--- src/rtl/pipeline_ctrl_if.sv ---
// pipeline_ctrl_if: groups the hazard, redirect, trap and debug request lines
// and the per-stage control outputs of the pipeline control sequencer.
//   master : request side (hazard unit, ID stage, debug module)
//   slave  : the sequencer (pipeline_ctrl)
// Optional: PIPE_PERF_CNT_EN adds the 32-bit stall_cnt line.
interface pipeline_ctrl_if #(
    parameter int unsigned PC_WIDTH = 32
);
    logic                stall_req;
    logic                redirect_req;
    logic [PC_WIDTH-1:0] redirect_pc;
    logic                exc_req;
    logic [PC_WIDTH-1:0] exc_pc;
    logic [PC_WIDTH-1:0] trap_vec;
    logic                dbg_halt_req;
    logic                dbg_resume_req;

    logic                pc_we;
    logic                pc_load;
    logic [PC_WIDTH-1:0] next_pc;
    logic                ifid_en;
    logic                ifid_flush;
    logic                idex_flush;
    logic [PC_WIDTH-1:0] epc;
    logic                exc_ack;
    logic                dbg_halted;
    logic [1:0]          ctrl_state;
`ifdef PIPE_PERF_CNT_EN
    logic [31:0]         stall_cnt;
`endif

    modport master (
        output stall_req, redirect_req, redirect_pc, exc_req, exc_pc, trap_vec,
               dbg_halt_req, dbg_resume_req,
`ifdef PIPE_PERF_CNT_EN
        input  stall_cnt,
`endif
        input  pc_we, pc_load, next_pc, ifid_en, ifid_flush, idex_flush, epc,
               exc_ack, dbg_halted, ctrl_state
    );

    modport slave (
        input  stall_req, redirect_req, redirect_pc, exc_req, exc_pc, trap_vec,
               dbg_halt_req, dbg_resume_req,
`ifdef PIPE_PERF_CNT_EN
        output stall_cnt,
`endif
        output pc_we, pc_load, next_pc, ifid_en, ifid_flush, idex_flush, epc,
               exc_ack, dbg_halted, ctrl_state
    );
endinterface

--- src/rtl/pipeline_ctrl.sv ---
// pipeline_ctrl: pipeline control sequencer for the rv32i five-stage core.
// Turns hazard stalls, ID-stage redirects, ID-stage exceptions and debug
// halt/resume requests into PC / IF/ID / ID/EX controls. Exceptions and halts
// first drain EX/MEM/WB for DRAIN_CYCLES cycles, then trap or halt.
// Ports:
//   clk  : core clock, rising edge
//   rst  : synchronous active-high reset; forces safe outputs while high
//   bus  : pipeline_ctrl_if.slave (requests in, stage controls / epc / state out)
// Optional: define PIPE_PERF_CNT_EN to add bus.stall_cnt, a free-running count
// of frozen cycles cleared only by rst.
module pipeline_ctrl #(
    parameter int unsigned DRAIN_CYCLES = 3,
    parameter int unsigned PC_WIDTH     = 32
) (
    input  logic                   clk,
    input  logic                   rst,
    pipeline_ctrl_if.slave         bus
);

    typedef enum logic [1:0] {
        StRun   = 2'd0,
        StDrain = 2'd1,
        StTrap  = 2'd2,
        StHalt  = 2'd3
    } state_e;

    localparam logic CauseTrap = 1'b0;
    localparam logic CauseHalt = 1'b1;
    localparam logic [2:0] DrainLoad = 3'(DRAIN_CYCLES - 1);

    state_e              state_q, state_d;
    logic [2:0]          cnt_q, cnt_d;
    logic                cause_q, cause_d;
    logic [PC_WIDTH-1:0] epc_q, epc_d;

    logic                pc_we, pc_load, ifid_en, ifid_flush, idex_flush;
    logic                exc_ack, dbg_halted;
    logic [PC_WIDTH-1:0] next_pc;

    always_ff @(posedge clk) begin
        if (rst) begin
            state_q <= StRun;
            cnt_q   <= '0;
            cause_q <= CauseTrap;
            epc_q   <= '0;
        end else begin
            state_q <= state_d;
            cnt_q   <= cnt_d;
            cause_q <= cause_d;
            epc_q   <= epc_d;
        end
    end

    always_comb begin
        state_d    = state_q;
        cnt_d      = cnt_q;
        cause_d    = cause_q;
        epc_d      = epc_q;
        pc_we      = 1'b0;
        pc_load    = 1'b0;
        next_pc    = '0;
        ifid_en    = 1'b0;
        ifid_flush = 1'b0;
        idex_flush = 1'b0;
        exc_ack    = 1'b0;
        dbg_halted = 1'b0;

        unique case (state_q)
            StRun: begin
                if (bus.exc_req) begin
                    epc_d      = bus.exc_pc;
                    idex_flush = 1'b1;
                    cnt_d      = DrainLoad;
                    cause_d    = CauseTrap;
                    state_d    = StDrain;
                end else if (bus.dbg_halt_req) begin
                    idex_flush = 1'b1;
                    cnt_d      = DrainLoad;
                    cause_d    = CauseHalt;
                    state_d    = StDrain;
                end else if (bus.stall_req) begin
                    // Redirect alongside a stall uses stale operands; hazard unit re-presents it.
                    idex_flush = 1'b1;
                end else if (bus.redirect_req) begin
                    pc_we      = 1'b1;
                    pc_load    = 1'b1;
                    next_pc    = bus.redirect_pc;
                    ifid_en    = 1'b1;
                    ifid_flush = 1'b1;
                end else begin
                    pc_we   = 1'b1;
                    ifid_en = 1'b1;
                end
            end
            StDrain: begin
                idex_flush = 1'b1;
                if (cnt_q == 3'd0) begin
                    state_d = (cause_q == CauseTrap) ? StTrap : StHalt;
                end else begin
                    cnt_d = cnt_q - 3'd1;
                end
            end
            StTrap: begin
                pc_we      = 1'b1;
                pc_load    = 1'b1;
                next_pc    = bus.trap_vec;
                ifid_flush = 1'b1;
                idex_flush = 1'b1;
                exc_ack    = 1'b1;
                state_d    = StRun;
            end
            StHalt: begin
                // IF/ID held (ifid_en=0) so execution resumes from the same instruction.
                idex_flush = 1'b1;
                dbg_halted = 1'b1;
                if (bus.dbg_resume_req) begin
                    state_d = StRun;
                end
            end
            default: state_d = StRun;
        endcase
    end

    always_comb begin
        if (rst) begin
            bus.pc_we      = 1'b0;
            bus.pc_load    = 1'b0;
            bus.next_pc    = '0;
            bus.ifid_en    = 1'b0;
            bus.ifid_flush = 1'b1;
            bus.idex_flush = 1'b1;
            bus.exc_ack    = 1'b0;
            bus.dbg_halted = 1'b0;
            bus.ctrl_state = 2'd0;
        end else begin
            bus.pc_we      = pc_we;
            bus.pc_load    = pc_load;
            bus.next_pc    = next_pc;
            bus.ifid_en    = ifid_en;
            bus.ifid_flush = ifid_flush;
            bus.idex_flush = idex_flush;
            bus.exc_ack    = exc_ack;
            bus.dbg_halted = dbg_halted;
            bus.ctrl_state = state_q;
        end
    end

    assign bus.epc = epc_q;

`ifdef PIPE_PERF_CNT_EN
    logic [31:0] stall_cnt_q;
    logic        frozen;

    // A RUN cycle counts when the front end is frozen (stall or trap/halt entry).
    assign frozen = (state_q != StRun) ||
                    bus.stall_req || bus.exc_req || bus.dbg_halt_req;

    always_ff @(posedge clk) begin
        if (rst) begin
            stall_cnt_q <= '0;
        end else if (frozen) begin
            stall_cnt_q <= stall_cnt_q + 32'd1;
        end
    end

    assign bus.stall_cnt = stall_cnt_q;
`endif

endmodule

--- src/flat_wrapper.sv ---
// flat-port wrapper written by rule: the top's interface ports become plain ports
module pipeline_ctrl_flat 
#(
    parameter int unsigned DRAIN_CYCLES = 3,
    parameter int unsigned PC_WIDTH     = 32
)
  (clk, rst, bus_stall_req, bus_redirect_req, bus_redirect_pc, bus_exc_req, bus_exc_pc, bus_trap_vec, bus_dbg_halt_req, bus_dbg_resume_req, bus_pc_we, bus_pc_load, bus_next_pc, bus_ifid_en, bus_ifid_flush, bus_idex_flush, bus_epc, bus_exc_ack, bus_dbg_halted, bus_ctrl_state);
  pipeline_ctrl_if #(.PC_WIDTH(PC_WIDTH)) bus_i ();
  input  logic clk;
  input  logic rst;
  input wire logic [$bits(bus_i.stall_req)-1:0] bus_stall_req;
  input wire logic [$bits(bus_i.redirect_req)-1:0] bus_redirect_req;
  input wire logic [$bits(bus_i.redirect_pc)-1:0] bus_redirect_pc;
  input wire logic [$bits(bus_i.exc_req)-1:0] bus_exc_req;
  input wire logic [$bits(bus_i.exc_pc)-1:0] bus_exc_pc;
  input wire logic [$bits(bus_i.trap_vec)-1:0] bus_trap_vec;
  input wire logic [$bits(bus_i.dbg_halt_req)-1:0] bus_dbg_halt_req;
  input wire logic [$bits(bus_i.dbg_resume_req)-1:0] bus_dbg_resume_req;
  output wire logic [$bits(bus_i.pc_we)-1:0] bus_pc_we;
  output wire logic [$bits(bus_i.pc_load)-1:0] bus_pc_load;
  output wire logic [$bits(bus_i.next_pc)-1:0] bus_next_pc;
  output wire logic [$bits(bus_i.ifid_en)-1:0] bus_ifid_en;
  output wire logic [$bits(bus_i.ifid_flush)-1:0] bus_ifid_flush;
  output wire logic [$bits(bus_i.idex_flush)-1:0] bus_idex_flush;
  output wire logic [$bits(bus_i.epc)-1:0] bus_epc;
  output wire logic [$bits(bus_i.exc_ack)-1:0] bus_exc_ack;
  output wire logic [$bits(bus_i.dbg_halted)-1:0] bus_dbg_halted;
  output wire logic [$bits(bus_i.ctrl_state)-1:0] bus_ctrl_state;
  assign bus_i.stall_req = bus_stall_req;
  assign bus_i.redirect_req = bus_redirect_req;
  assign bus_i.redirect_pc = bus_redirect_pc;
  assign bus_i.exc_req = bus_exc_req;
  assign bus_i.exc_pc = bus_exc_pc;
  assign bus_i.trap_vec = bus_trap_vec;
  assign bus_i.dbg_halt_req = bus_dbg_halt_req;
  assign bus_i.dbg_resume_req = bus_dbg_resume_req;
  assign bus_pc_we = bus_i.pc_we;
  assign bus_pc_load = bus_i.pc_load;
  assign bus_next_pc = bus_i.next_pc;
  assign bus_ifid_en = bus_i.ifid_en;
  assign bus_ifid_flush = bus_i.ifid_flush;
  assign bus_idex_flush = bus_i.idex_flush;
  assign bus_epc = bus_i.epc;
  assign bus_exc_ack = bus_i.exc_ack;
  assign bus_dbg_halted = bus_i.dbg_halted;
  assign bus_ctrl_state = bus_i.ctrl_state;
  pipeline_ctrl #(.DRAIN_CYCLES(DRAIN_CYCLES), .PC_WIDTH(PC_WIDTH)) u_core (.clk(clk), .rst(rst), .bus(bus_i));
endmodule
--- config.mk ---
export PLATFORM = sky130hd
export DESIGN_NAME = pipeline_ctrl_flat
export DESIGN_NICKNAME = d
export VERILOG_FILES = /design/src/rtl/pipeline_ctrl_if.sv /design/src/rtl/pipeline_ctrl.sv /design/src/flat_wrapper.sv
export SDC_FILE = /design/constraint.sdc
export NUM_CORES = 1
export LEC_CHECK = 0
export ABC_AREA = 1
export BUFFER_PORTS_ARGS = -buffer_cell sky130_fd_sc_hd__buf_2
export CORE_ASPECT_RATIO = 0.8
export CORE_UTILIZATION = 44
export CTS_BUF_LIST = sky130_fd_sc_hd__clkbuf_16
export CTS_CLUSTER_DIAMETER = 200
export DETAILED_ROUTE_END_ITERATION = 7
export MAX_ROUTING_LAYER = met4
export PLACE_DENSITY_LB_ADDON = 0.25
export SLEW_MARGIN = 15
export SYNTH_ARGS = -nofsm -noshare
export SYNTH_HDL_FRONTEND = slang
export SYNTH_SLANG_ARGS = --single-unit
--- constraint.sdc ---
create_clock -name clk -period 3.3 [get_ports clk]
set_clock_uncertainty 0.1 [all_clocks]
set_input_delay 0.165 -clock clk [delete_from_list [all_inputs] [get_ports clk]]
set_output_delay 0.165 -clock clk [all_outputs]
set_load 0.01 [all_outputs]
==> results of run 1 <==
[layer usage]
layer | global-route usage (%) | wire length, um
met1 | 28.1 | 3090
met3 | 3.79 | 430
met2 | 45.4 | 3830
met5 | - | 0
met4 | 4.74 | 19
[kinds of logic (layout without fill, tap and decap cells)]
group	count (synthesis)	in the layout	synth area share, %
flip-flops	38	38	32.0
AND/OR/NAND/NOR	231	231	41.8
adder cells (fa/ha/maj)	2	2	1.05
AO/OA/AOI/OAI	72	72	15.2
buffers and inverters	48	198	10.0
[synthesized netlist by cell type (2+ instances only)]
library cell / instances / area share [%]
inv_2: 4 / 0.63
nand2_1: 77 / 12
nor2_1: 107 / 17
dfxtp_1: 38 / 32
nor3_1: 2 / 0.42
clkbuf_2: 3 / 0.63
ha_1: 2 / 1.1
a21oi_1: 39 / 8.2
inv_1: 10 / 1.6
buf_1: 5 / 0.79
nand4_1: 32 / 8.4
clkbuf_1: 13 / 2.1
nand3_1: 7 / 1.5
buf_2: 7 / 1.5
buf_6: 6 / 2.8
o21ai_0: 23 / 4.8
o21ai_1: 10 / 2.1
nor2_4: 3 / 1.4
[critical path, cell delays in order (launching register included)]
cell and delay, ns:
dfxtp_1 0.46, inv_2 0.11, nor2_4 0.54, inv_1 0.22
a21oi_1 0.19, buf_2 0.15
[state kept, by name (all words and copies together), names as in the netlist]
signal / count
u_core.cause_q: 1
u_core.state_q: 2
u_core.cnt_q: 3
u_core.bus.epc: 32
[final timing paths]
kind	endpoint	start	slack, ns
setup / recovery	bus_pc_load	u_core.state_q[1]	1.08
hold / removal	u_core.bus.epc[8]	bus_exc_pc[8]	0.03
setup reg to reg	u_core.bus.epc[16]	u_core.state_q[1]	1.47
hold reg to reg	u_core.bus.epc[21]	u_core.bus.epc[21]	0.37
[metrics by stage]
| stage | utilization [%] | cells | area [sq um] |
|---|---|---|---|
| 2_1_floorplan | - | 391 | 2380 |
| 3_3_place_gp | 61.9 | 595 | 3150 |
| 3_5_place_dp | 61.9 | 595 | 3150 |
| 4_1_cts | 64.7 | 603 | 3290 |
| 5_1_grt | 64.7 | 603 | 3290 |
| 6_report | 64.7 | 603 | 3290 |
[layout make-up]
type	instances	area, sq um
multi-input cells	305	1380
inverters	14	52.6
well taps	62	77.6
clock buffers	5	125
clock inverters	3	16.3
repair buffers	176	883
flip-flops and latches	38	761
fillers	534	1800
[report_power, final]
part	total (uW)	leakage [uW]	internal (uW)	switching, uW
clock	455	0.0000672	275	180
sequential	598	0.000314	548	50.3
combinational	653	0.00130	238	415
==> results.json, run 1 <==
{
  "max_freq_mhz": 450,
  "layout_worst_path_cycle_share_pct": 67.3,
  "cts_setup_buffers": 0,
  "routed-via-count": 3002,
  "setup.worst_path.class": "reg2out",
  "maxCapViolations": 0,
  "setup_repair_after_global_routing_missed_its_margin": "false",
  "io_buffer_count": 175,
  "areaGrowthSynthToFinish_pct": 38.6,
  "syn_area_per_cell_sq_um": 6.08,
  "setup_viol": 0,
  "die-area_sq_um": 5700,
  "path_clk_slew_ns": 0.06,
  "drcViolationCount": 24,
  "drtAntennaViolNets": 0,
  "min-delay-path-class": "in2reg",
  "violations": "DRC",
  "core_area_sq_um": 5090,
  "num_io_pins": 176,
  "worstPathRequired_ns": 3.03,
  "antenna_cells": 0,
  "routabilityCongestion": 0.852,
  "total_clock_buffers_created_by_cts": 5,
  "final.setup.tns_ns": 0,
  "wl_um": 7360,
  "layout-drive-gt1-share_pct": 35.7,
  "synth_seq_area_share_pct": 32.0,
  "die_width_um": 84.2,
  "outcome": "complete, but fails checks",
  "worst_slew_pin_slew_ns": 0.975,
  "ys_seq_elements": 38,
  "cts_max_path_buffers": 2,
  "ys_warn_count": 0,
  "num-nets-final": 645,
  "cts-hold-fix-buffers": 0,
  "pre_cts_slack_ns": 1.38,
  "post_dr_wirelength_cell_um": 12.2,
  "grt_start_max_net_pins": 46,
  "finalMaxSlewViolations": 0,
  "detailed_router_iteration_count_before_antenna_repair": 7,
  "row_count": 23,
  "cts.repair.resized": 0,
  "crit_path_start_kind": "flip-flop",
  "worst_skew_pair.late_latency_ns": 0.27,
  "syn_inst": 391,
  "clock_tree_from_tritoncts": "done",
  "slew_headroom_pct": 34.9,
  "grt_usage_pct": 24.3,
  "cts_root_buffer": "clkbuf_16",
  "static_leakage_uw": 0.00168,
  "final_cell_mix": "buf_2 (175), nor2_1 (107), nand2_1 (77)",
  "synth.net_count": 496,
  "die_h_um": 67.7,
  "h-tree-depth": 2,
  "top_ff_cell_synth": "dfxtp_1",
  "timing.final.hold_violations": 0,
  "cp-end-kind": "primary output",
  "fin_total_pwr_uw": 1710,
  "finalCriticalPeriod_ns": 2.22,
  "synth_enable_flop_cells": 0,
  "area_of_the_mapped_netlist_sq_um": 2380,
  "power_density_nw_per_um2": 518,
  "critical_path_peak_fanout": 33,
  "layout_commonest_cell": "buf_2",
  "arrival_ns": 1.96,
  "rr_worst_depth": 5,
  "routed_via_density": 4.98,
  "detailedRoute.firstIterationViolations": 175,
  "hold-worst-slack_ns": 0.0293,
  "grt_pass1_vias": 2439,
  "setup_slack_ns": 1.08,
  "async_flop_share_pct": 0,
  "antenna_found_initial": 0,
  "clock-sinks": 38,
  "dp_hpwl_um": 5370,
  "hold_path_depth": 3,
  "grt_overflow": 0,
  "vdd_ir_drop_max_v": 0.000366,
  "initial_core_util_pct": 46.7,
  "grt_first_pass_wirelength_um": 10900,
  "synth_cell_type_count": 21
}
Power figures use the tool's default switching activity.
==> run 2: changes to the inputs <==
CORE_UTILIZATION = 41   (was 44)
clock period = 2.28 ns   (was 3.3 ns; I/O delays follow)
==> results.json, run 2 (same netlist as run 1, synthesis figures left out) <==
{
  "vdd_ir_drop_max_v": 0.000579,
  "layout_worst_path_cycle_share_pct": 85.1,
  "min-delay-path-class": "in2reg",
  "num_io_pins": 176,
  "clock-sinks": 38,
  "h-tree-depth": 2,
  "net_switching_power_uw": 941,
  "wl_um": 7880,
  "layout_commonest_cell": "buf_2",
  "power.share.switching_pct": 37.5,
  "final_area_sq_um": 3520,
  "finalCriticalPeriod_ns": 1.94,
  "grt_start_max_net_pins": 45,
  "total_clock_buffers_created_by_cts": 5,
  "maxCapViolations": 0,
  "final.setup.tns_ns": 0,
  "cts_max_path_buffers": 2,
  "violations": "hold timing",
  "slew_headroom_pct": 61.8,
  "die_h_um": 70.1,
  "die-area_sq_um": 6110,
  "rr_worst_depth": 6,
  "core_area_sq_um": 5530,
  "postPlaceCellArea_sq_um": 3220,
  "path_clk_slew_ns": 0.06,
  "grt_overflow": 0,
  "antenna_found_initial": 0,
  "worst_skew_pair.late_latency_ns": 0.27,
  "cp-end-kind": "primary output",
  "clock_tree_from_tritoncts": "done",
  "share_seq_of_total_power_pct": 34.7,
  "hold-worst-slack_ns": -0.00260,
  "io_buffer_count": 175,
  "worst_slew_pin_slew_ns": 0.573,
  "dp_hpwl_um": 5600,
  "setup_viol": 0,
  "crit_path_start_kind": "flip-flop",
  "hold_path_depth": 3,
  "setup_repair_after_global_routing_missed_its_margin": "false",
  "final_cell_mix": "buf_2 (175), nor2_1 (107), nand2_1 (77)",
  "drtAntennaViolNets": 0,
  "power_density_nw_per_um2": 713,
  "use_met2_pct": 48.6,
  "fin_total_pwr_uw": 2510,
  "outcome": "complete, but fails checks",
  "layout-drive-gt1-share_pct": 35.2,
  "routabilityCongestion": 0.864,
  "grt-busiest-layer": "met2",
  "die_width_um": 87.1,
  "clkPwrFrac_pct": 25.7,
  "worstPathRequired_ns": 2.07,
  "num-nets-final": 667,
  "grt_first_pass_wirelength_um": 12400,
  "grt_pass1_vias": 2874,
  "drcViolationCount": 0,
  "post_dr_wirelength_cell_um": 12.3,
  "areaGrowthSynthToFinish_pct": 47.9,
  "max_freq_mhz": 516,
  "routed_via_density": 4.94,
  "cellInternalPower_uw": 1570,
  "detailedRoute.firstIterationViolations": 126,
  "groute.layer.met1.usage_pct": 28.1,
  "finalMaxSlewViolations": 0,
  "arrival_ns": 1.73,
  "timing.final.hold_violations": 2,
  "combinationalPowerShare_pct": 39.7,
  "routed-via-count": 3166,
  "setup.worst_path.class": "reg2out",
  "largest_register_ffs": 32,
  "critical_path_peak_fanout": 14,
  "grt_usage_pct": 26.0,
  "static_leakage_uw": 0.00178,
  "detailed_router_iteration_count_before_antenna_repair": 5,
  "initial_core_util_pct": 43.0,
  "row_count": 24,
  "cts_root_buffer": "clkbuf_16",
  "antenna_cells": 0,
  "cts.repair.resized": 0,
  "global_route.usage.met3_pct": 4.49
}
## run 2: changes by cell type in the layout (fill, tap and decap cells not counted)
cell           change
buf_4              +6
clkinvlp_4         -1
inv_1              +1
dlygate4sd3_1     +16
## run 2: per-stage QoR
| step | setup WS (ns) | instances | util (%) |
|---|---|---|---|
| finish | 0.341 | 641 | 63.6 |
| global route | 0.205 | 641 | 63.6 |
| CTS | 0.330 | 641 | 63.6 |
| detailed placement | 0.628 | 617 | 58.2 |
| global placement | 0.654 | 617 | 58.2 |
| floorplan | 0.954 | 391 | - |
## run 2: cell type report
class                           instances  area, sq um
Inverter                               14         52.6
Timing Repair Buffer                  198         1090
Sequential cell                        38          761
Multi-Input combinational cell        305         1380
Fill cell                             594         2010
Tap cell                               78         97.6
Clock inverter                          3         12.5
Clock buffer                            5          125
## run 2: final timing paths
path | startpoint | endpoint | slack [ns]
max | u_core.state_q[1] | bus_next_pc[26] | 0.34
min | bus_exc_pc[14] | u_core.bus.epc[14] | -0.003
max reg2reg | u_core.state_q[1] | u_core.cnt_q[2] | 0.73
min reg2reg | u_core.bus.epc[3] | u_core.bus.epc[3] | 0.37
## run 2: power groups by stage
stage	combinational [uW]	clock, uW	sequential (uW)
after floorplan	612	0	929
after global placement	941	0	875
after detailed placement	973	0	880
after CTS	997	654	868
after global routing	1120	679	887
final	995	643	869
## run 2: what timing repair did
| action | in CTS | in global routing |
|---|---|---|
| setup buffers | 0 | 0 |
| hold buffers | 16 | 0 |
| hold endpoints to repair | 16 | 0 |
| setup endpoints to repair | 0 | 0 |
## run 2: critical path, stage by stage (launching register included)
cell,delay [ns]
dfxtp_1,0.46
inv_2,0.10
nor2_4,0.27
buf_4,0.25
nand2_1,0.07
a21oi_1,0.14
buf_2,0.15
## run 2: layer usage
metal	up-vias	routed length, um
met2	120	4060
met1	1420	3180
met3	10	533
met4	0	114
li1	1616	-
met5	-	0
==> run 3: changes to the inputs <==
PLACE_DENSITY = 0.92   (was default)
PLACE_DENSITY_LB_ADDON = default   (was 0.25)
==> results.json, run 3 (same netlist as run 1, synthesis figures left out) <==
{
  "outcome": "complete, but fails checks",
  "violations": "hold timing",
  "detailedRoute.firstIterationViolations": 169,
  "drtAntennaViolNets": 0,
  "crit_path_start_kind": "flip-flop",
  "clock-sinks": 38,
  "dp_hpwl_um": 5560,
  "cts_root_buffer": "clkbuf_16",
  "total_clock_buffers_created_by_cts": 5,
  "grt_overflow": 0,
  "layout-drive-gt1-share_pct": 34.7,
  "layout_worst_path_cycle_share_pct": 90.1,
  "die_h_um": 70.1,
  "max_freq_mhz": 487,
  "cp-end-kind": "flip-flop",
  "worst_skew_pair.late_latency_ns": 0.28,
  "path_clk_slew_ns": 0.06,
  "timing.critical_path.max_delay_family": "simple AND/OR/NAND/NOR gates",
  "initial_core_util_pct": 43.0,
  "grt_start_max_net_pins": 35,
  "die_width_um": 87.1,
  "core_area_sq_um": 5530,
  "slew_headroom_pct": 63.3,
  "routabilityCongestion": 0.856,
  "timing.critical_path.buf_inv": 1,
  "setup.worst_path.class": "reg2reg",
  "areaGrowthSynthToFinish_pct": 49.8,
  "post_dr_wirelength_cell_um": 13.7,
  "cts_setup_buffers": 0,
  "timing.critical_path.mode_cell": "nor2_1",
  "cp_slowest_cell": "inv_2",
  "wl_um": 8810,
  "antenna_found_initial": 0,
  "antenna_cells": 0,
  "final_area_sq_um": 3560,
  "detailed_router_iteration_count_before_antenna_repair": 4,
  "critical_path_peak_fanout": 33,
  "postPlaceCellArea_sq_um": 3220,
  "utilization_pct": 64.5,
  "crit_path_cell_trace": "nor2_4, nand2_4, inv_2, nor2_1, nor2_1",
  "worstPathRequired_ns": 2.39,
  "worst_slew_pin_slew_ns": 0.551,
  "cts.repair.resized": 0,
  "static_leakage_uw": 0.00179,
  "die-area_sq_um": 6110,
  "grt_usage_pct": 28.9,
  "worst_path_largest_cell_delay_ns": 0.50,
  "maxCapViolations": 0,
  "cts_max_path_buffers": 2,
  "clock_tree_from_tritoncts": "done",
  "finalMaxSlewViolations": 0,
  "grt_pass1_vias": 3066,
  "arrival_ns": 2.16,
  "grt_first_pass_wirelength_um": 13600,
  "vdd_ir_drop_max_v": 0.000472,
  "io_buffer_count": 175,
  "setup_repair_after_global_routing_missed_its_margin": "false",
  "num-nets-final": 670,
  "cts-hold-fix-buffers": 21,
  "setup_viol": 0,
  "finalCriticalPeriod_ns": 2.05,
  "routed-via-count": 3348,
  "num-fill-cells": 510,
  "min-delay-path-class": "in2reg",
  "num_io_pins": 176,
  "h-tree-depth": 2,
  "power_density_nw_per_um2": 720,
  "hold-worst-slack_ns": -0.0000424,
  "routed_via_density": 5.21,
  "final_cell_mix": "buf_2 (175), nor2_1 (107), nand2_1 (77)",
  "layout_commonest_cell": "buf_2",
  "largest_register_ffs": 32,
  "drcViolationCount": 0,
  "timing.final.hold_violations": 1,
  "row_count": 24,
  "final.setup.tns_ns": 0
}
## run 3: cell count changes in the layout (fill, tap and decap cells not counted), sizes merged
| cell | delta |
|---|---|
| buf | -2 |
| dlygate4sd3 | +5 |
| clkinvlp | +1 |
| clkinv | -2 |
## run 3: final timing paths
kind                       from                 end  slack (ns)  cells past startpoint
max           u_core.state_q[1]  u_core.bus.epc[15]        0.23                      5
min              bus_exc_pc[27]  u_core.bus.epc[27]    -0.00004                      3
max reg2reg   u_core.state_q[1]  u_core.bus.epc[15]        0.23                      5
min reg2reg  u_core.bus.epc[10]  u_core.bus.epc[10]        0.38                      2
## run 3: layout make-up
class                      instances  area [sq um]  share of cell area, %
clock buffer                       5           125                   3.51
clock inverter                     2          11.3                  0.316
inverter                          14          52.6                   1.48
multi-input combinational        305          1380                   38.7
sequential                        38           761                   21.4
tap                               78          97.6                   2.74
timing repair buffer             201          1140                   31.9
## run 3: stage by stage
stage / hold WS, ns / worst slack (ns) / cells / power (uW)
5_1_grt: 0.0195 / 0.0468 / 643 / 2720
2_1_floorplan: 0.163 / 0.954 / 391 / 1540
4_1_cts: 0.000822 / 0.239 / 643 / 2530
3_3_place_gp: 0.249 / 0.416 / 615 / 1810
3_5_place_dp: 0.257 / 0.289 / 615 / 1850
6_report: -0.0000424 / 0.226 / 643 / 2560
## run 3: report_power, final
part / switching (uW) / total [uW] / internal (uW)
Sequential: 87.1 / 881 / 794
Combinational: 646 / 1030 / 382
Clock: 260 / 655 / 394
## run 3: routing by layer
metal | vias to the layer above | global-route usage, % | routed length (um)
met5 | - | - | 0
met4 | 0 | 15.1 | 336
met3 | 39 | 5.56 | 719
met2 | 195 | 50.7 | 4420
met1 | 1484 | 30.7 | 3330
li1 | 1630 | - | -
## run 3: worst reg2reg max path: cells and delay by family, from the launching register on
| family | cells | cell delay (ns) |
|---|---|---|
| and+or+nand+nor | 4 | 0.98 |
| buffers and inverters | 1 | 0.52 |
| DFF | 1 | 0.39 |
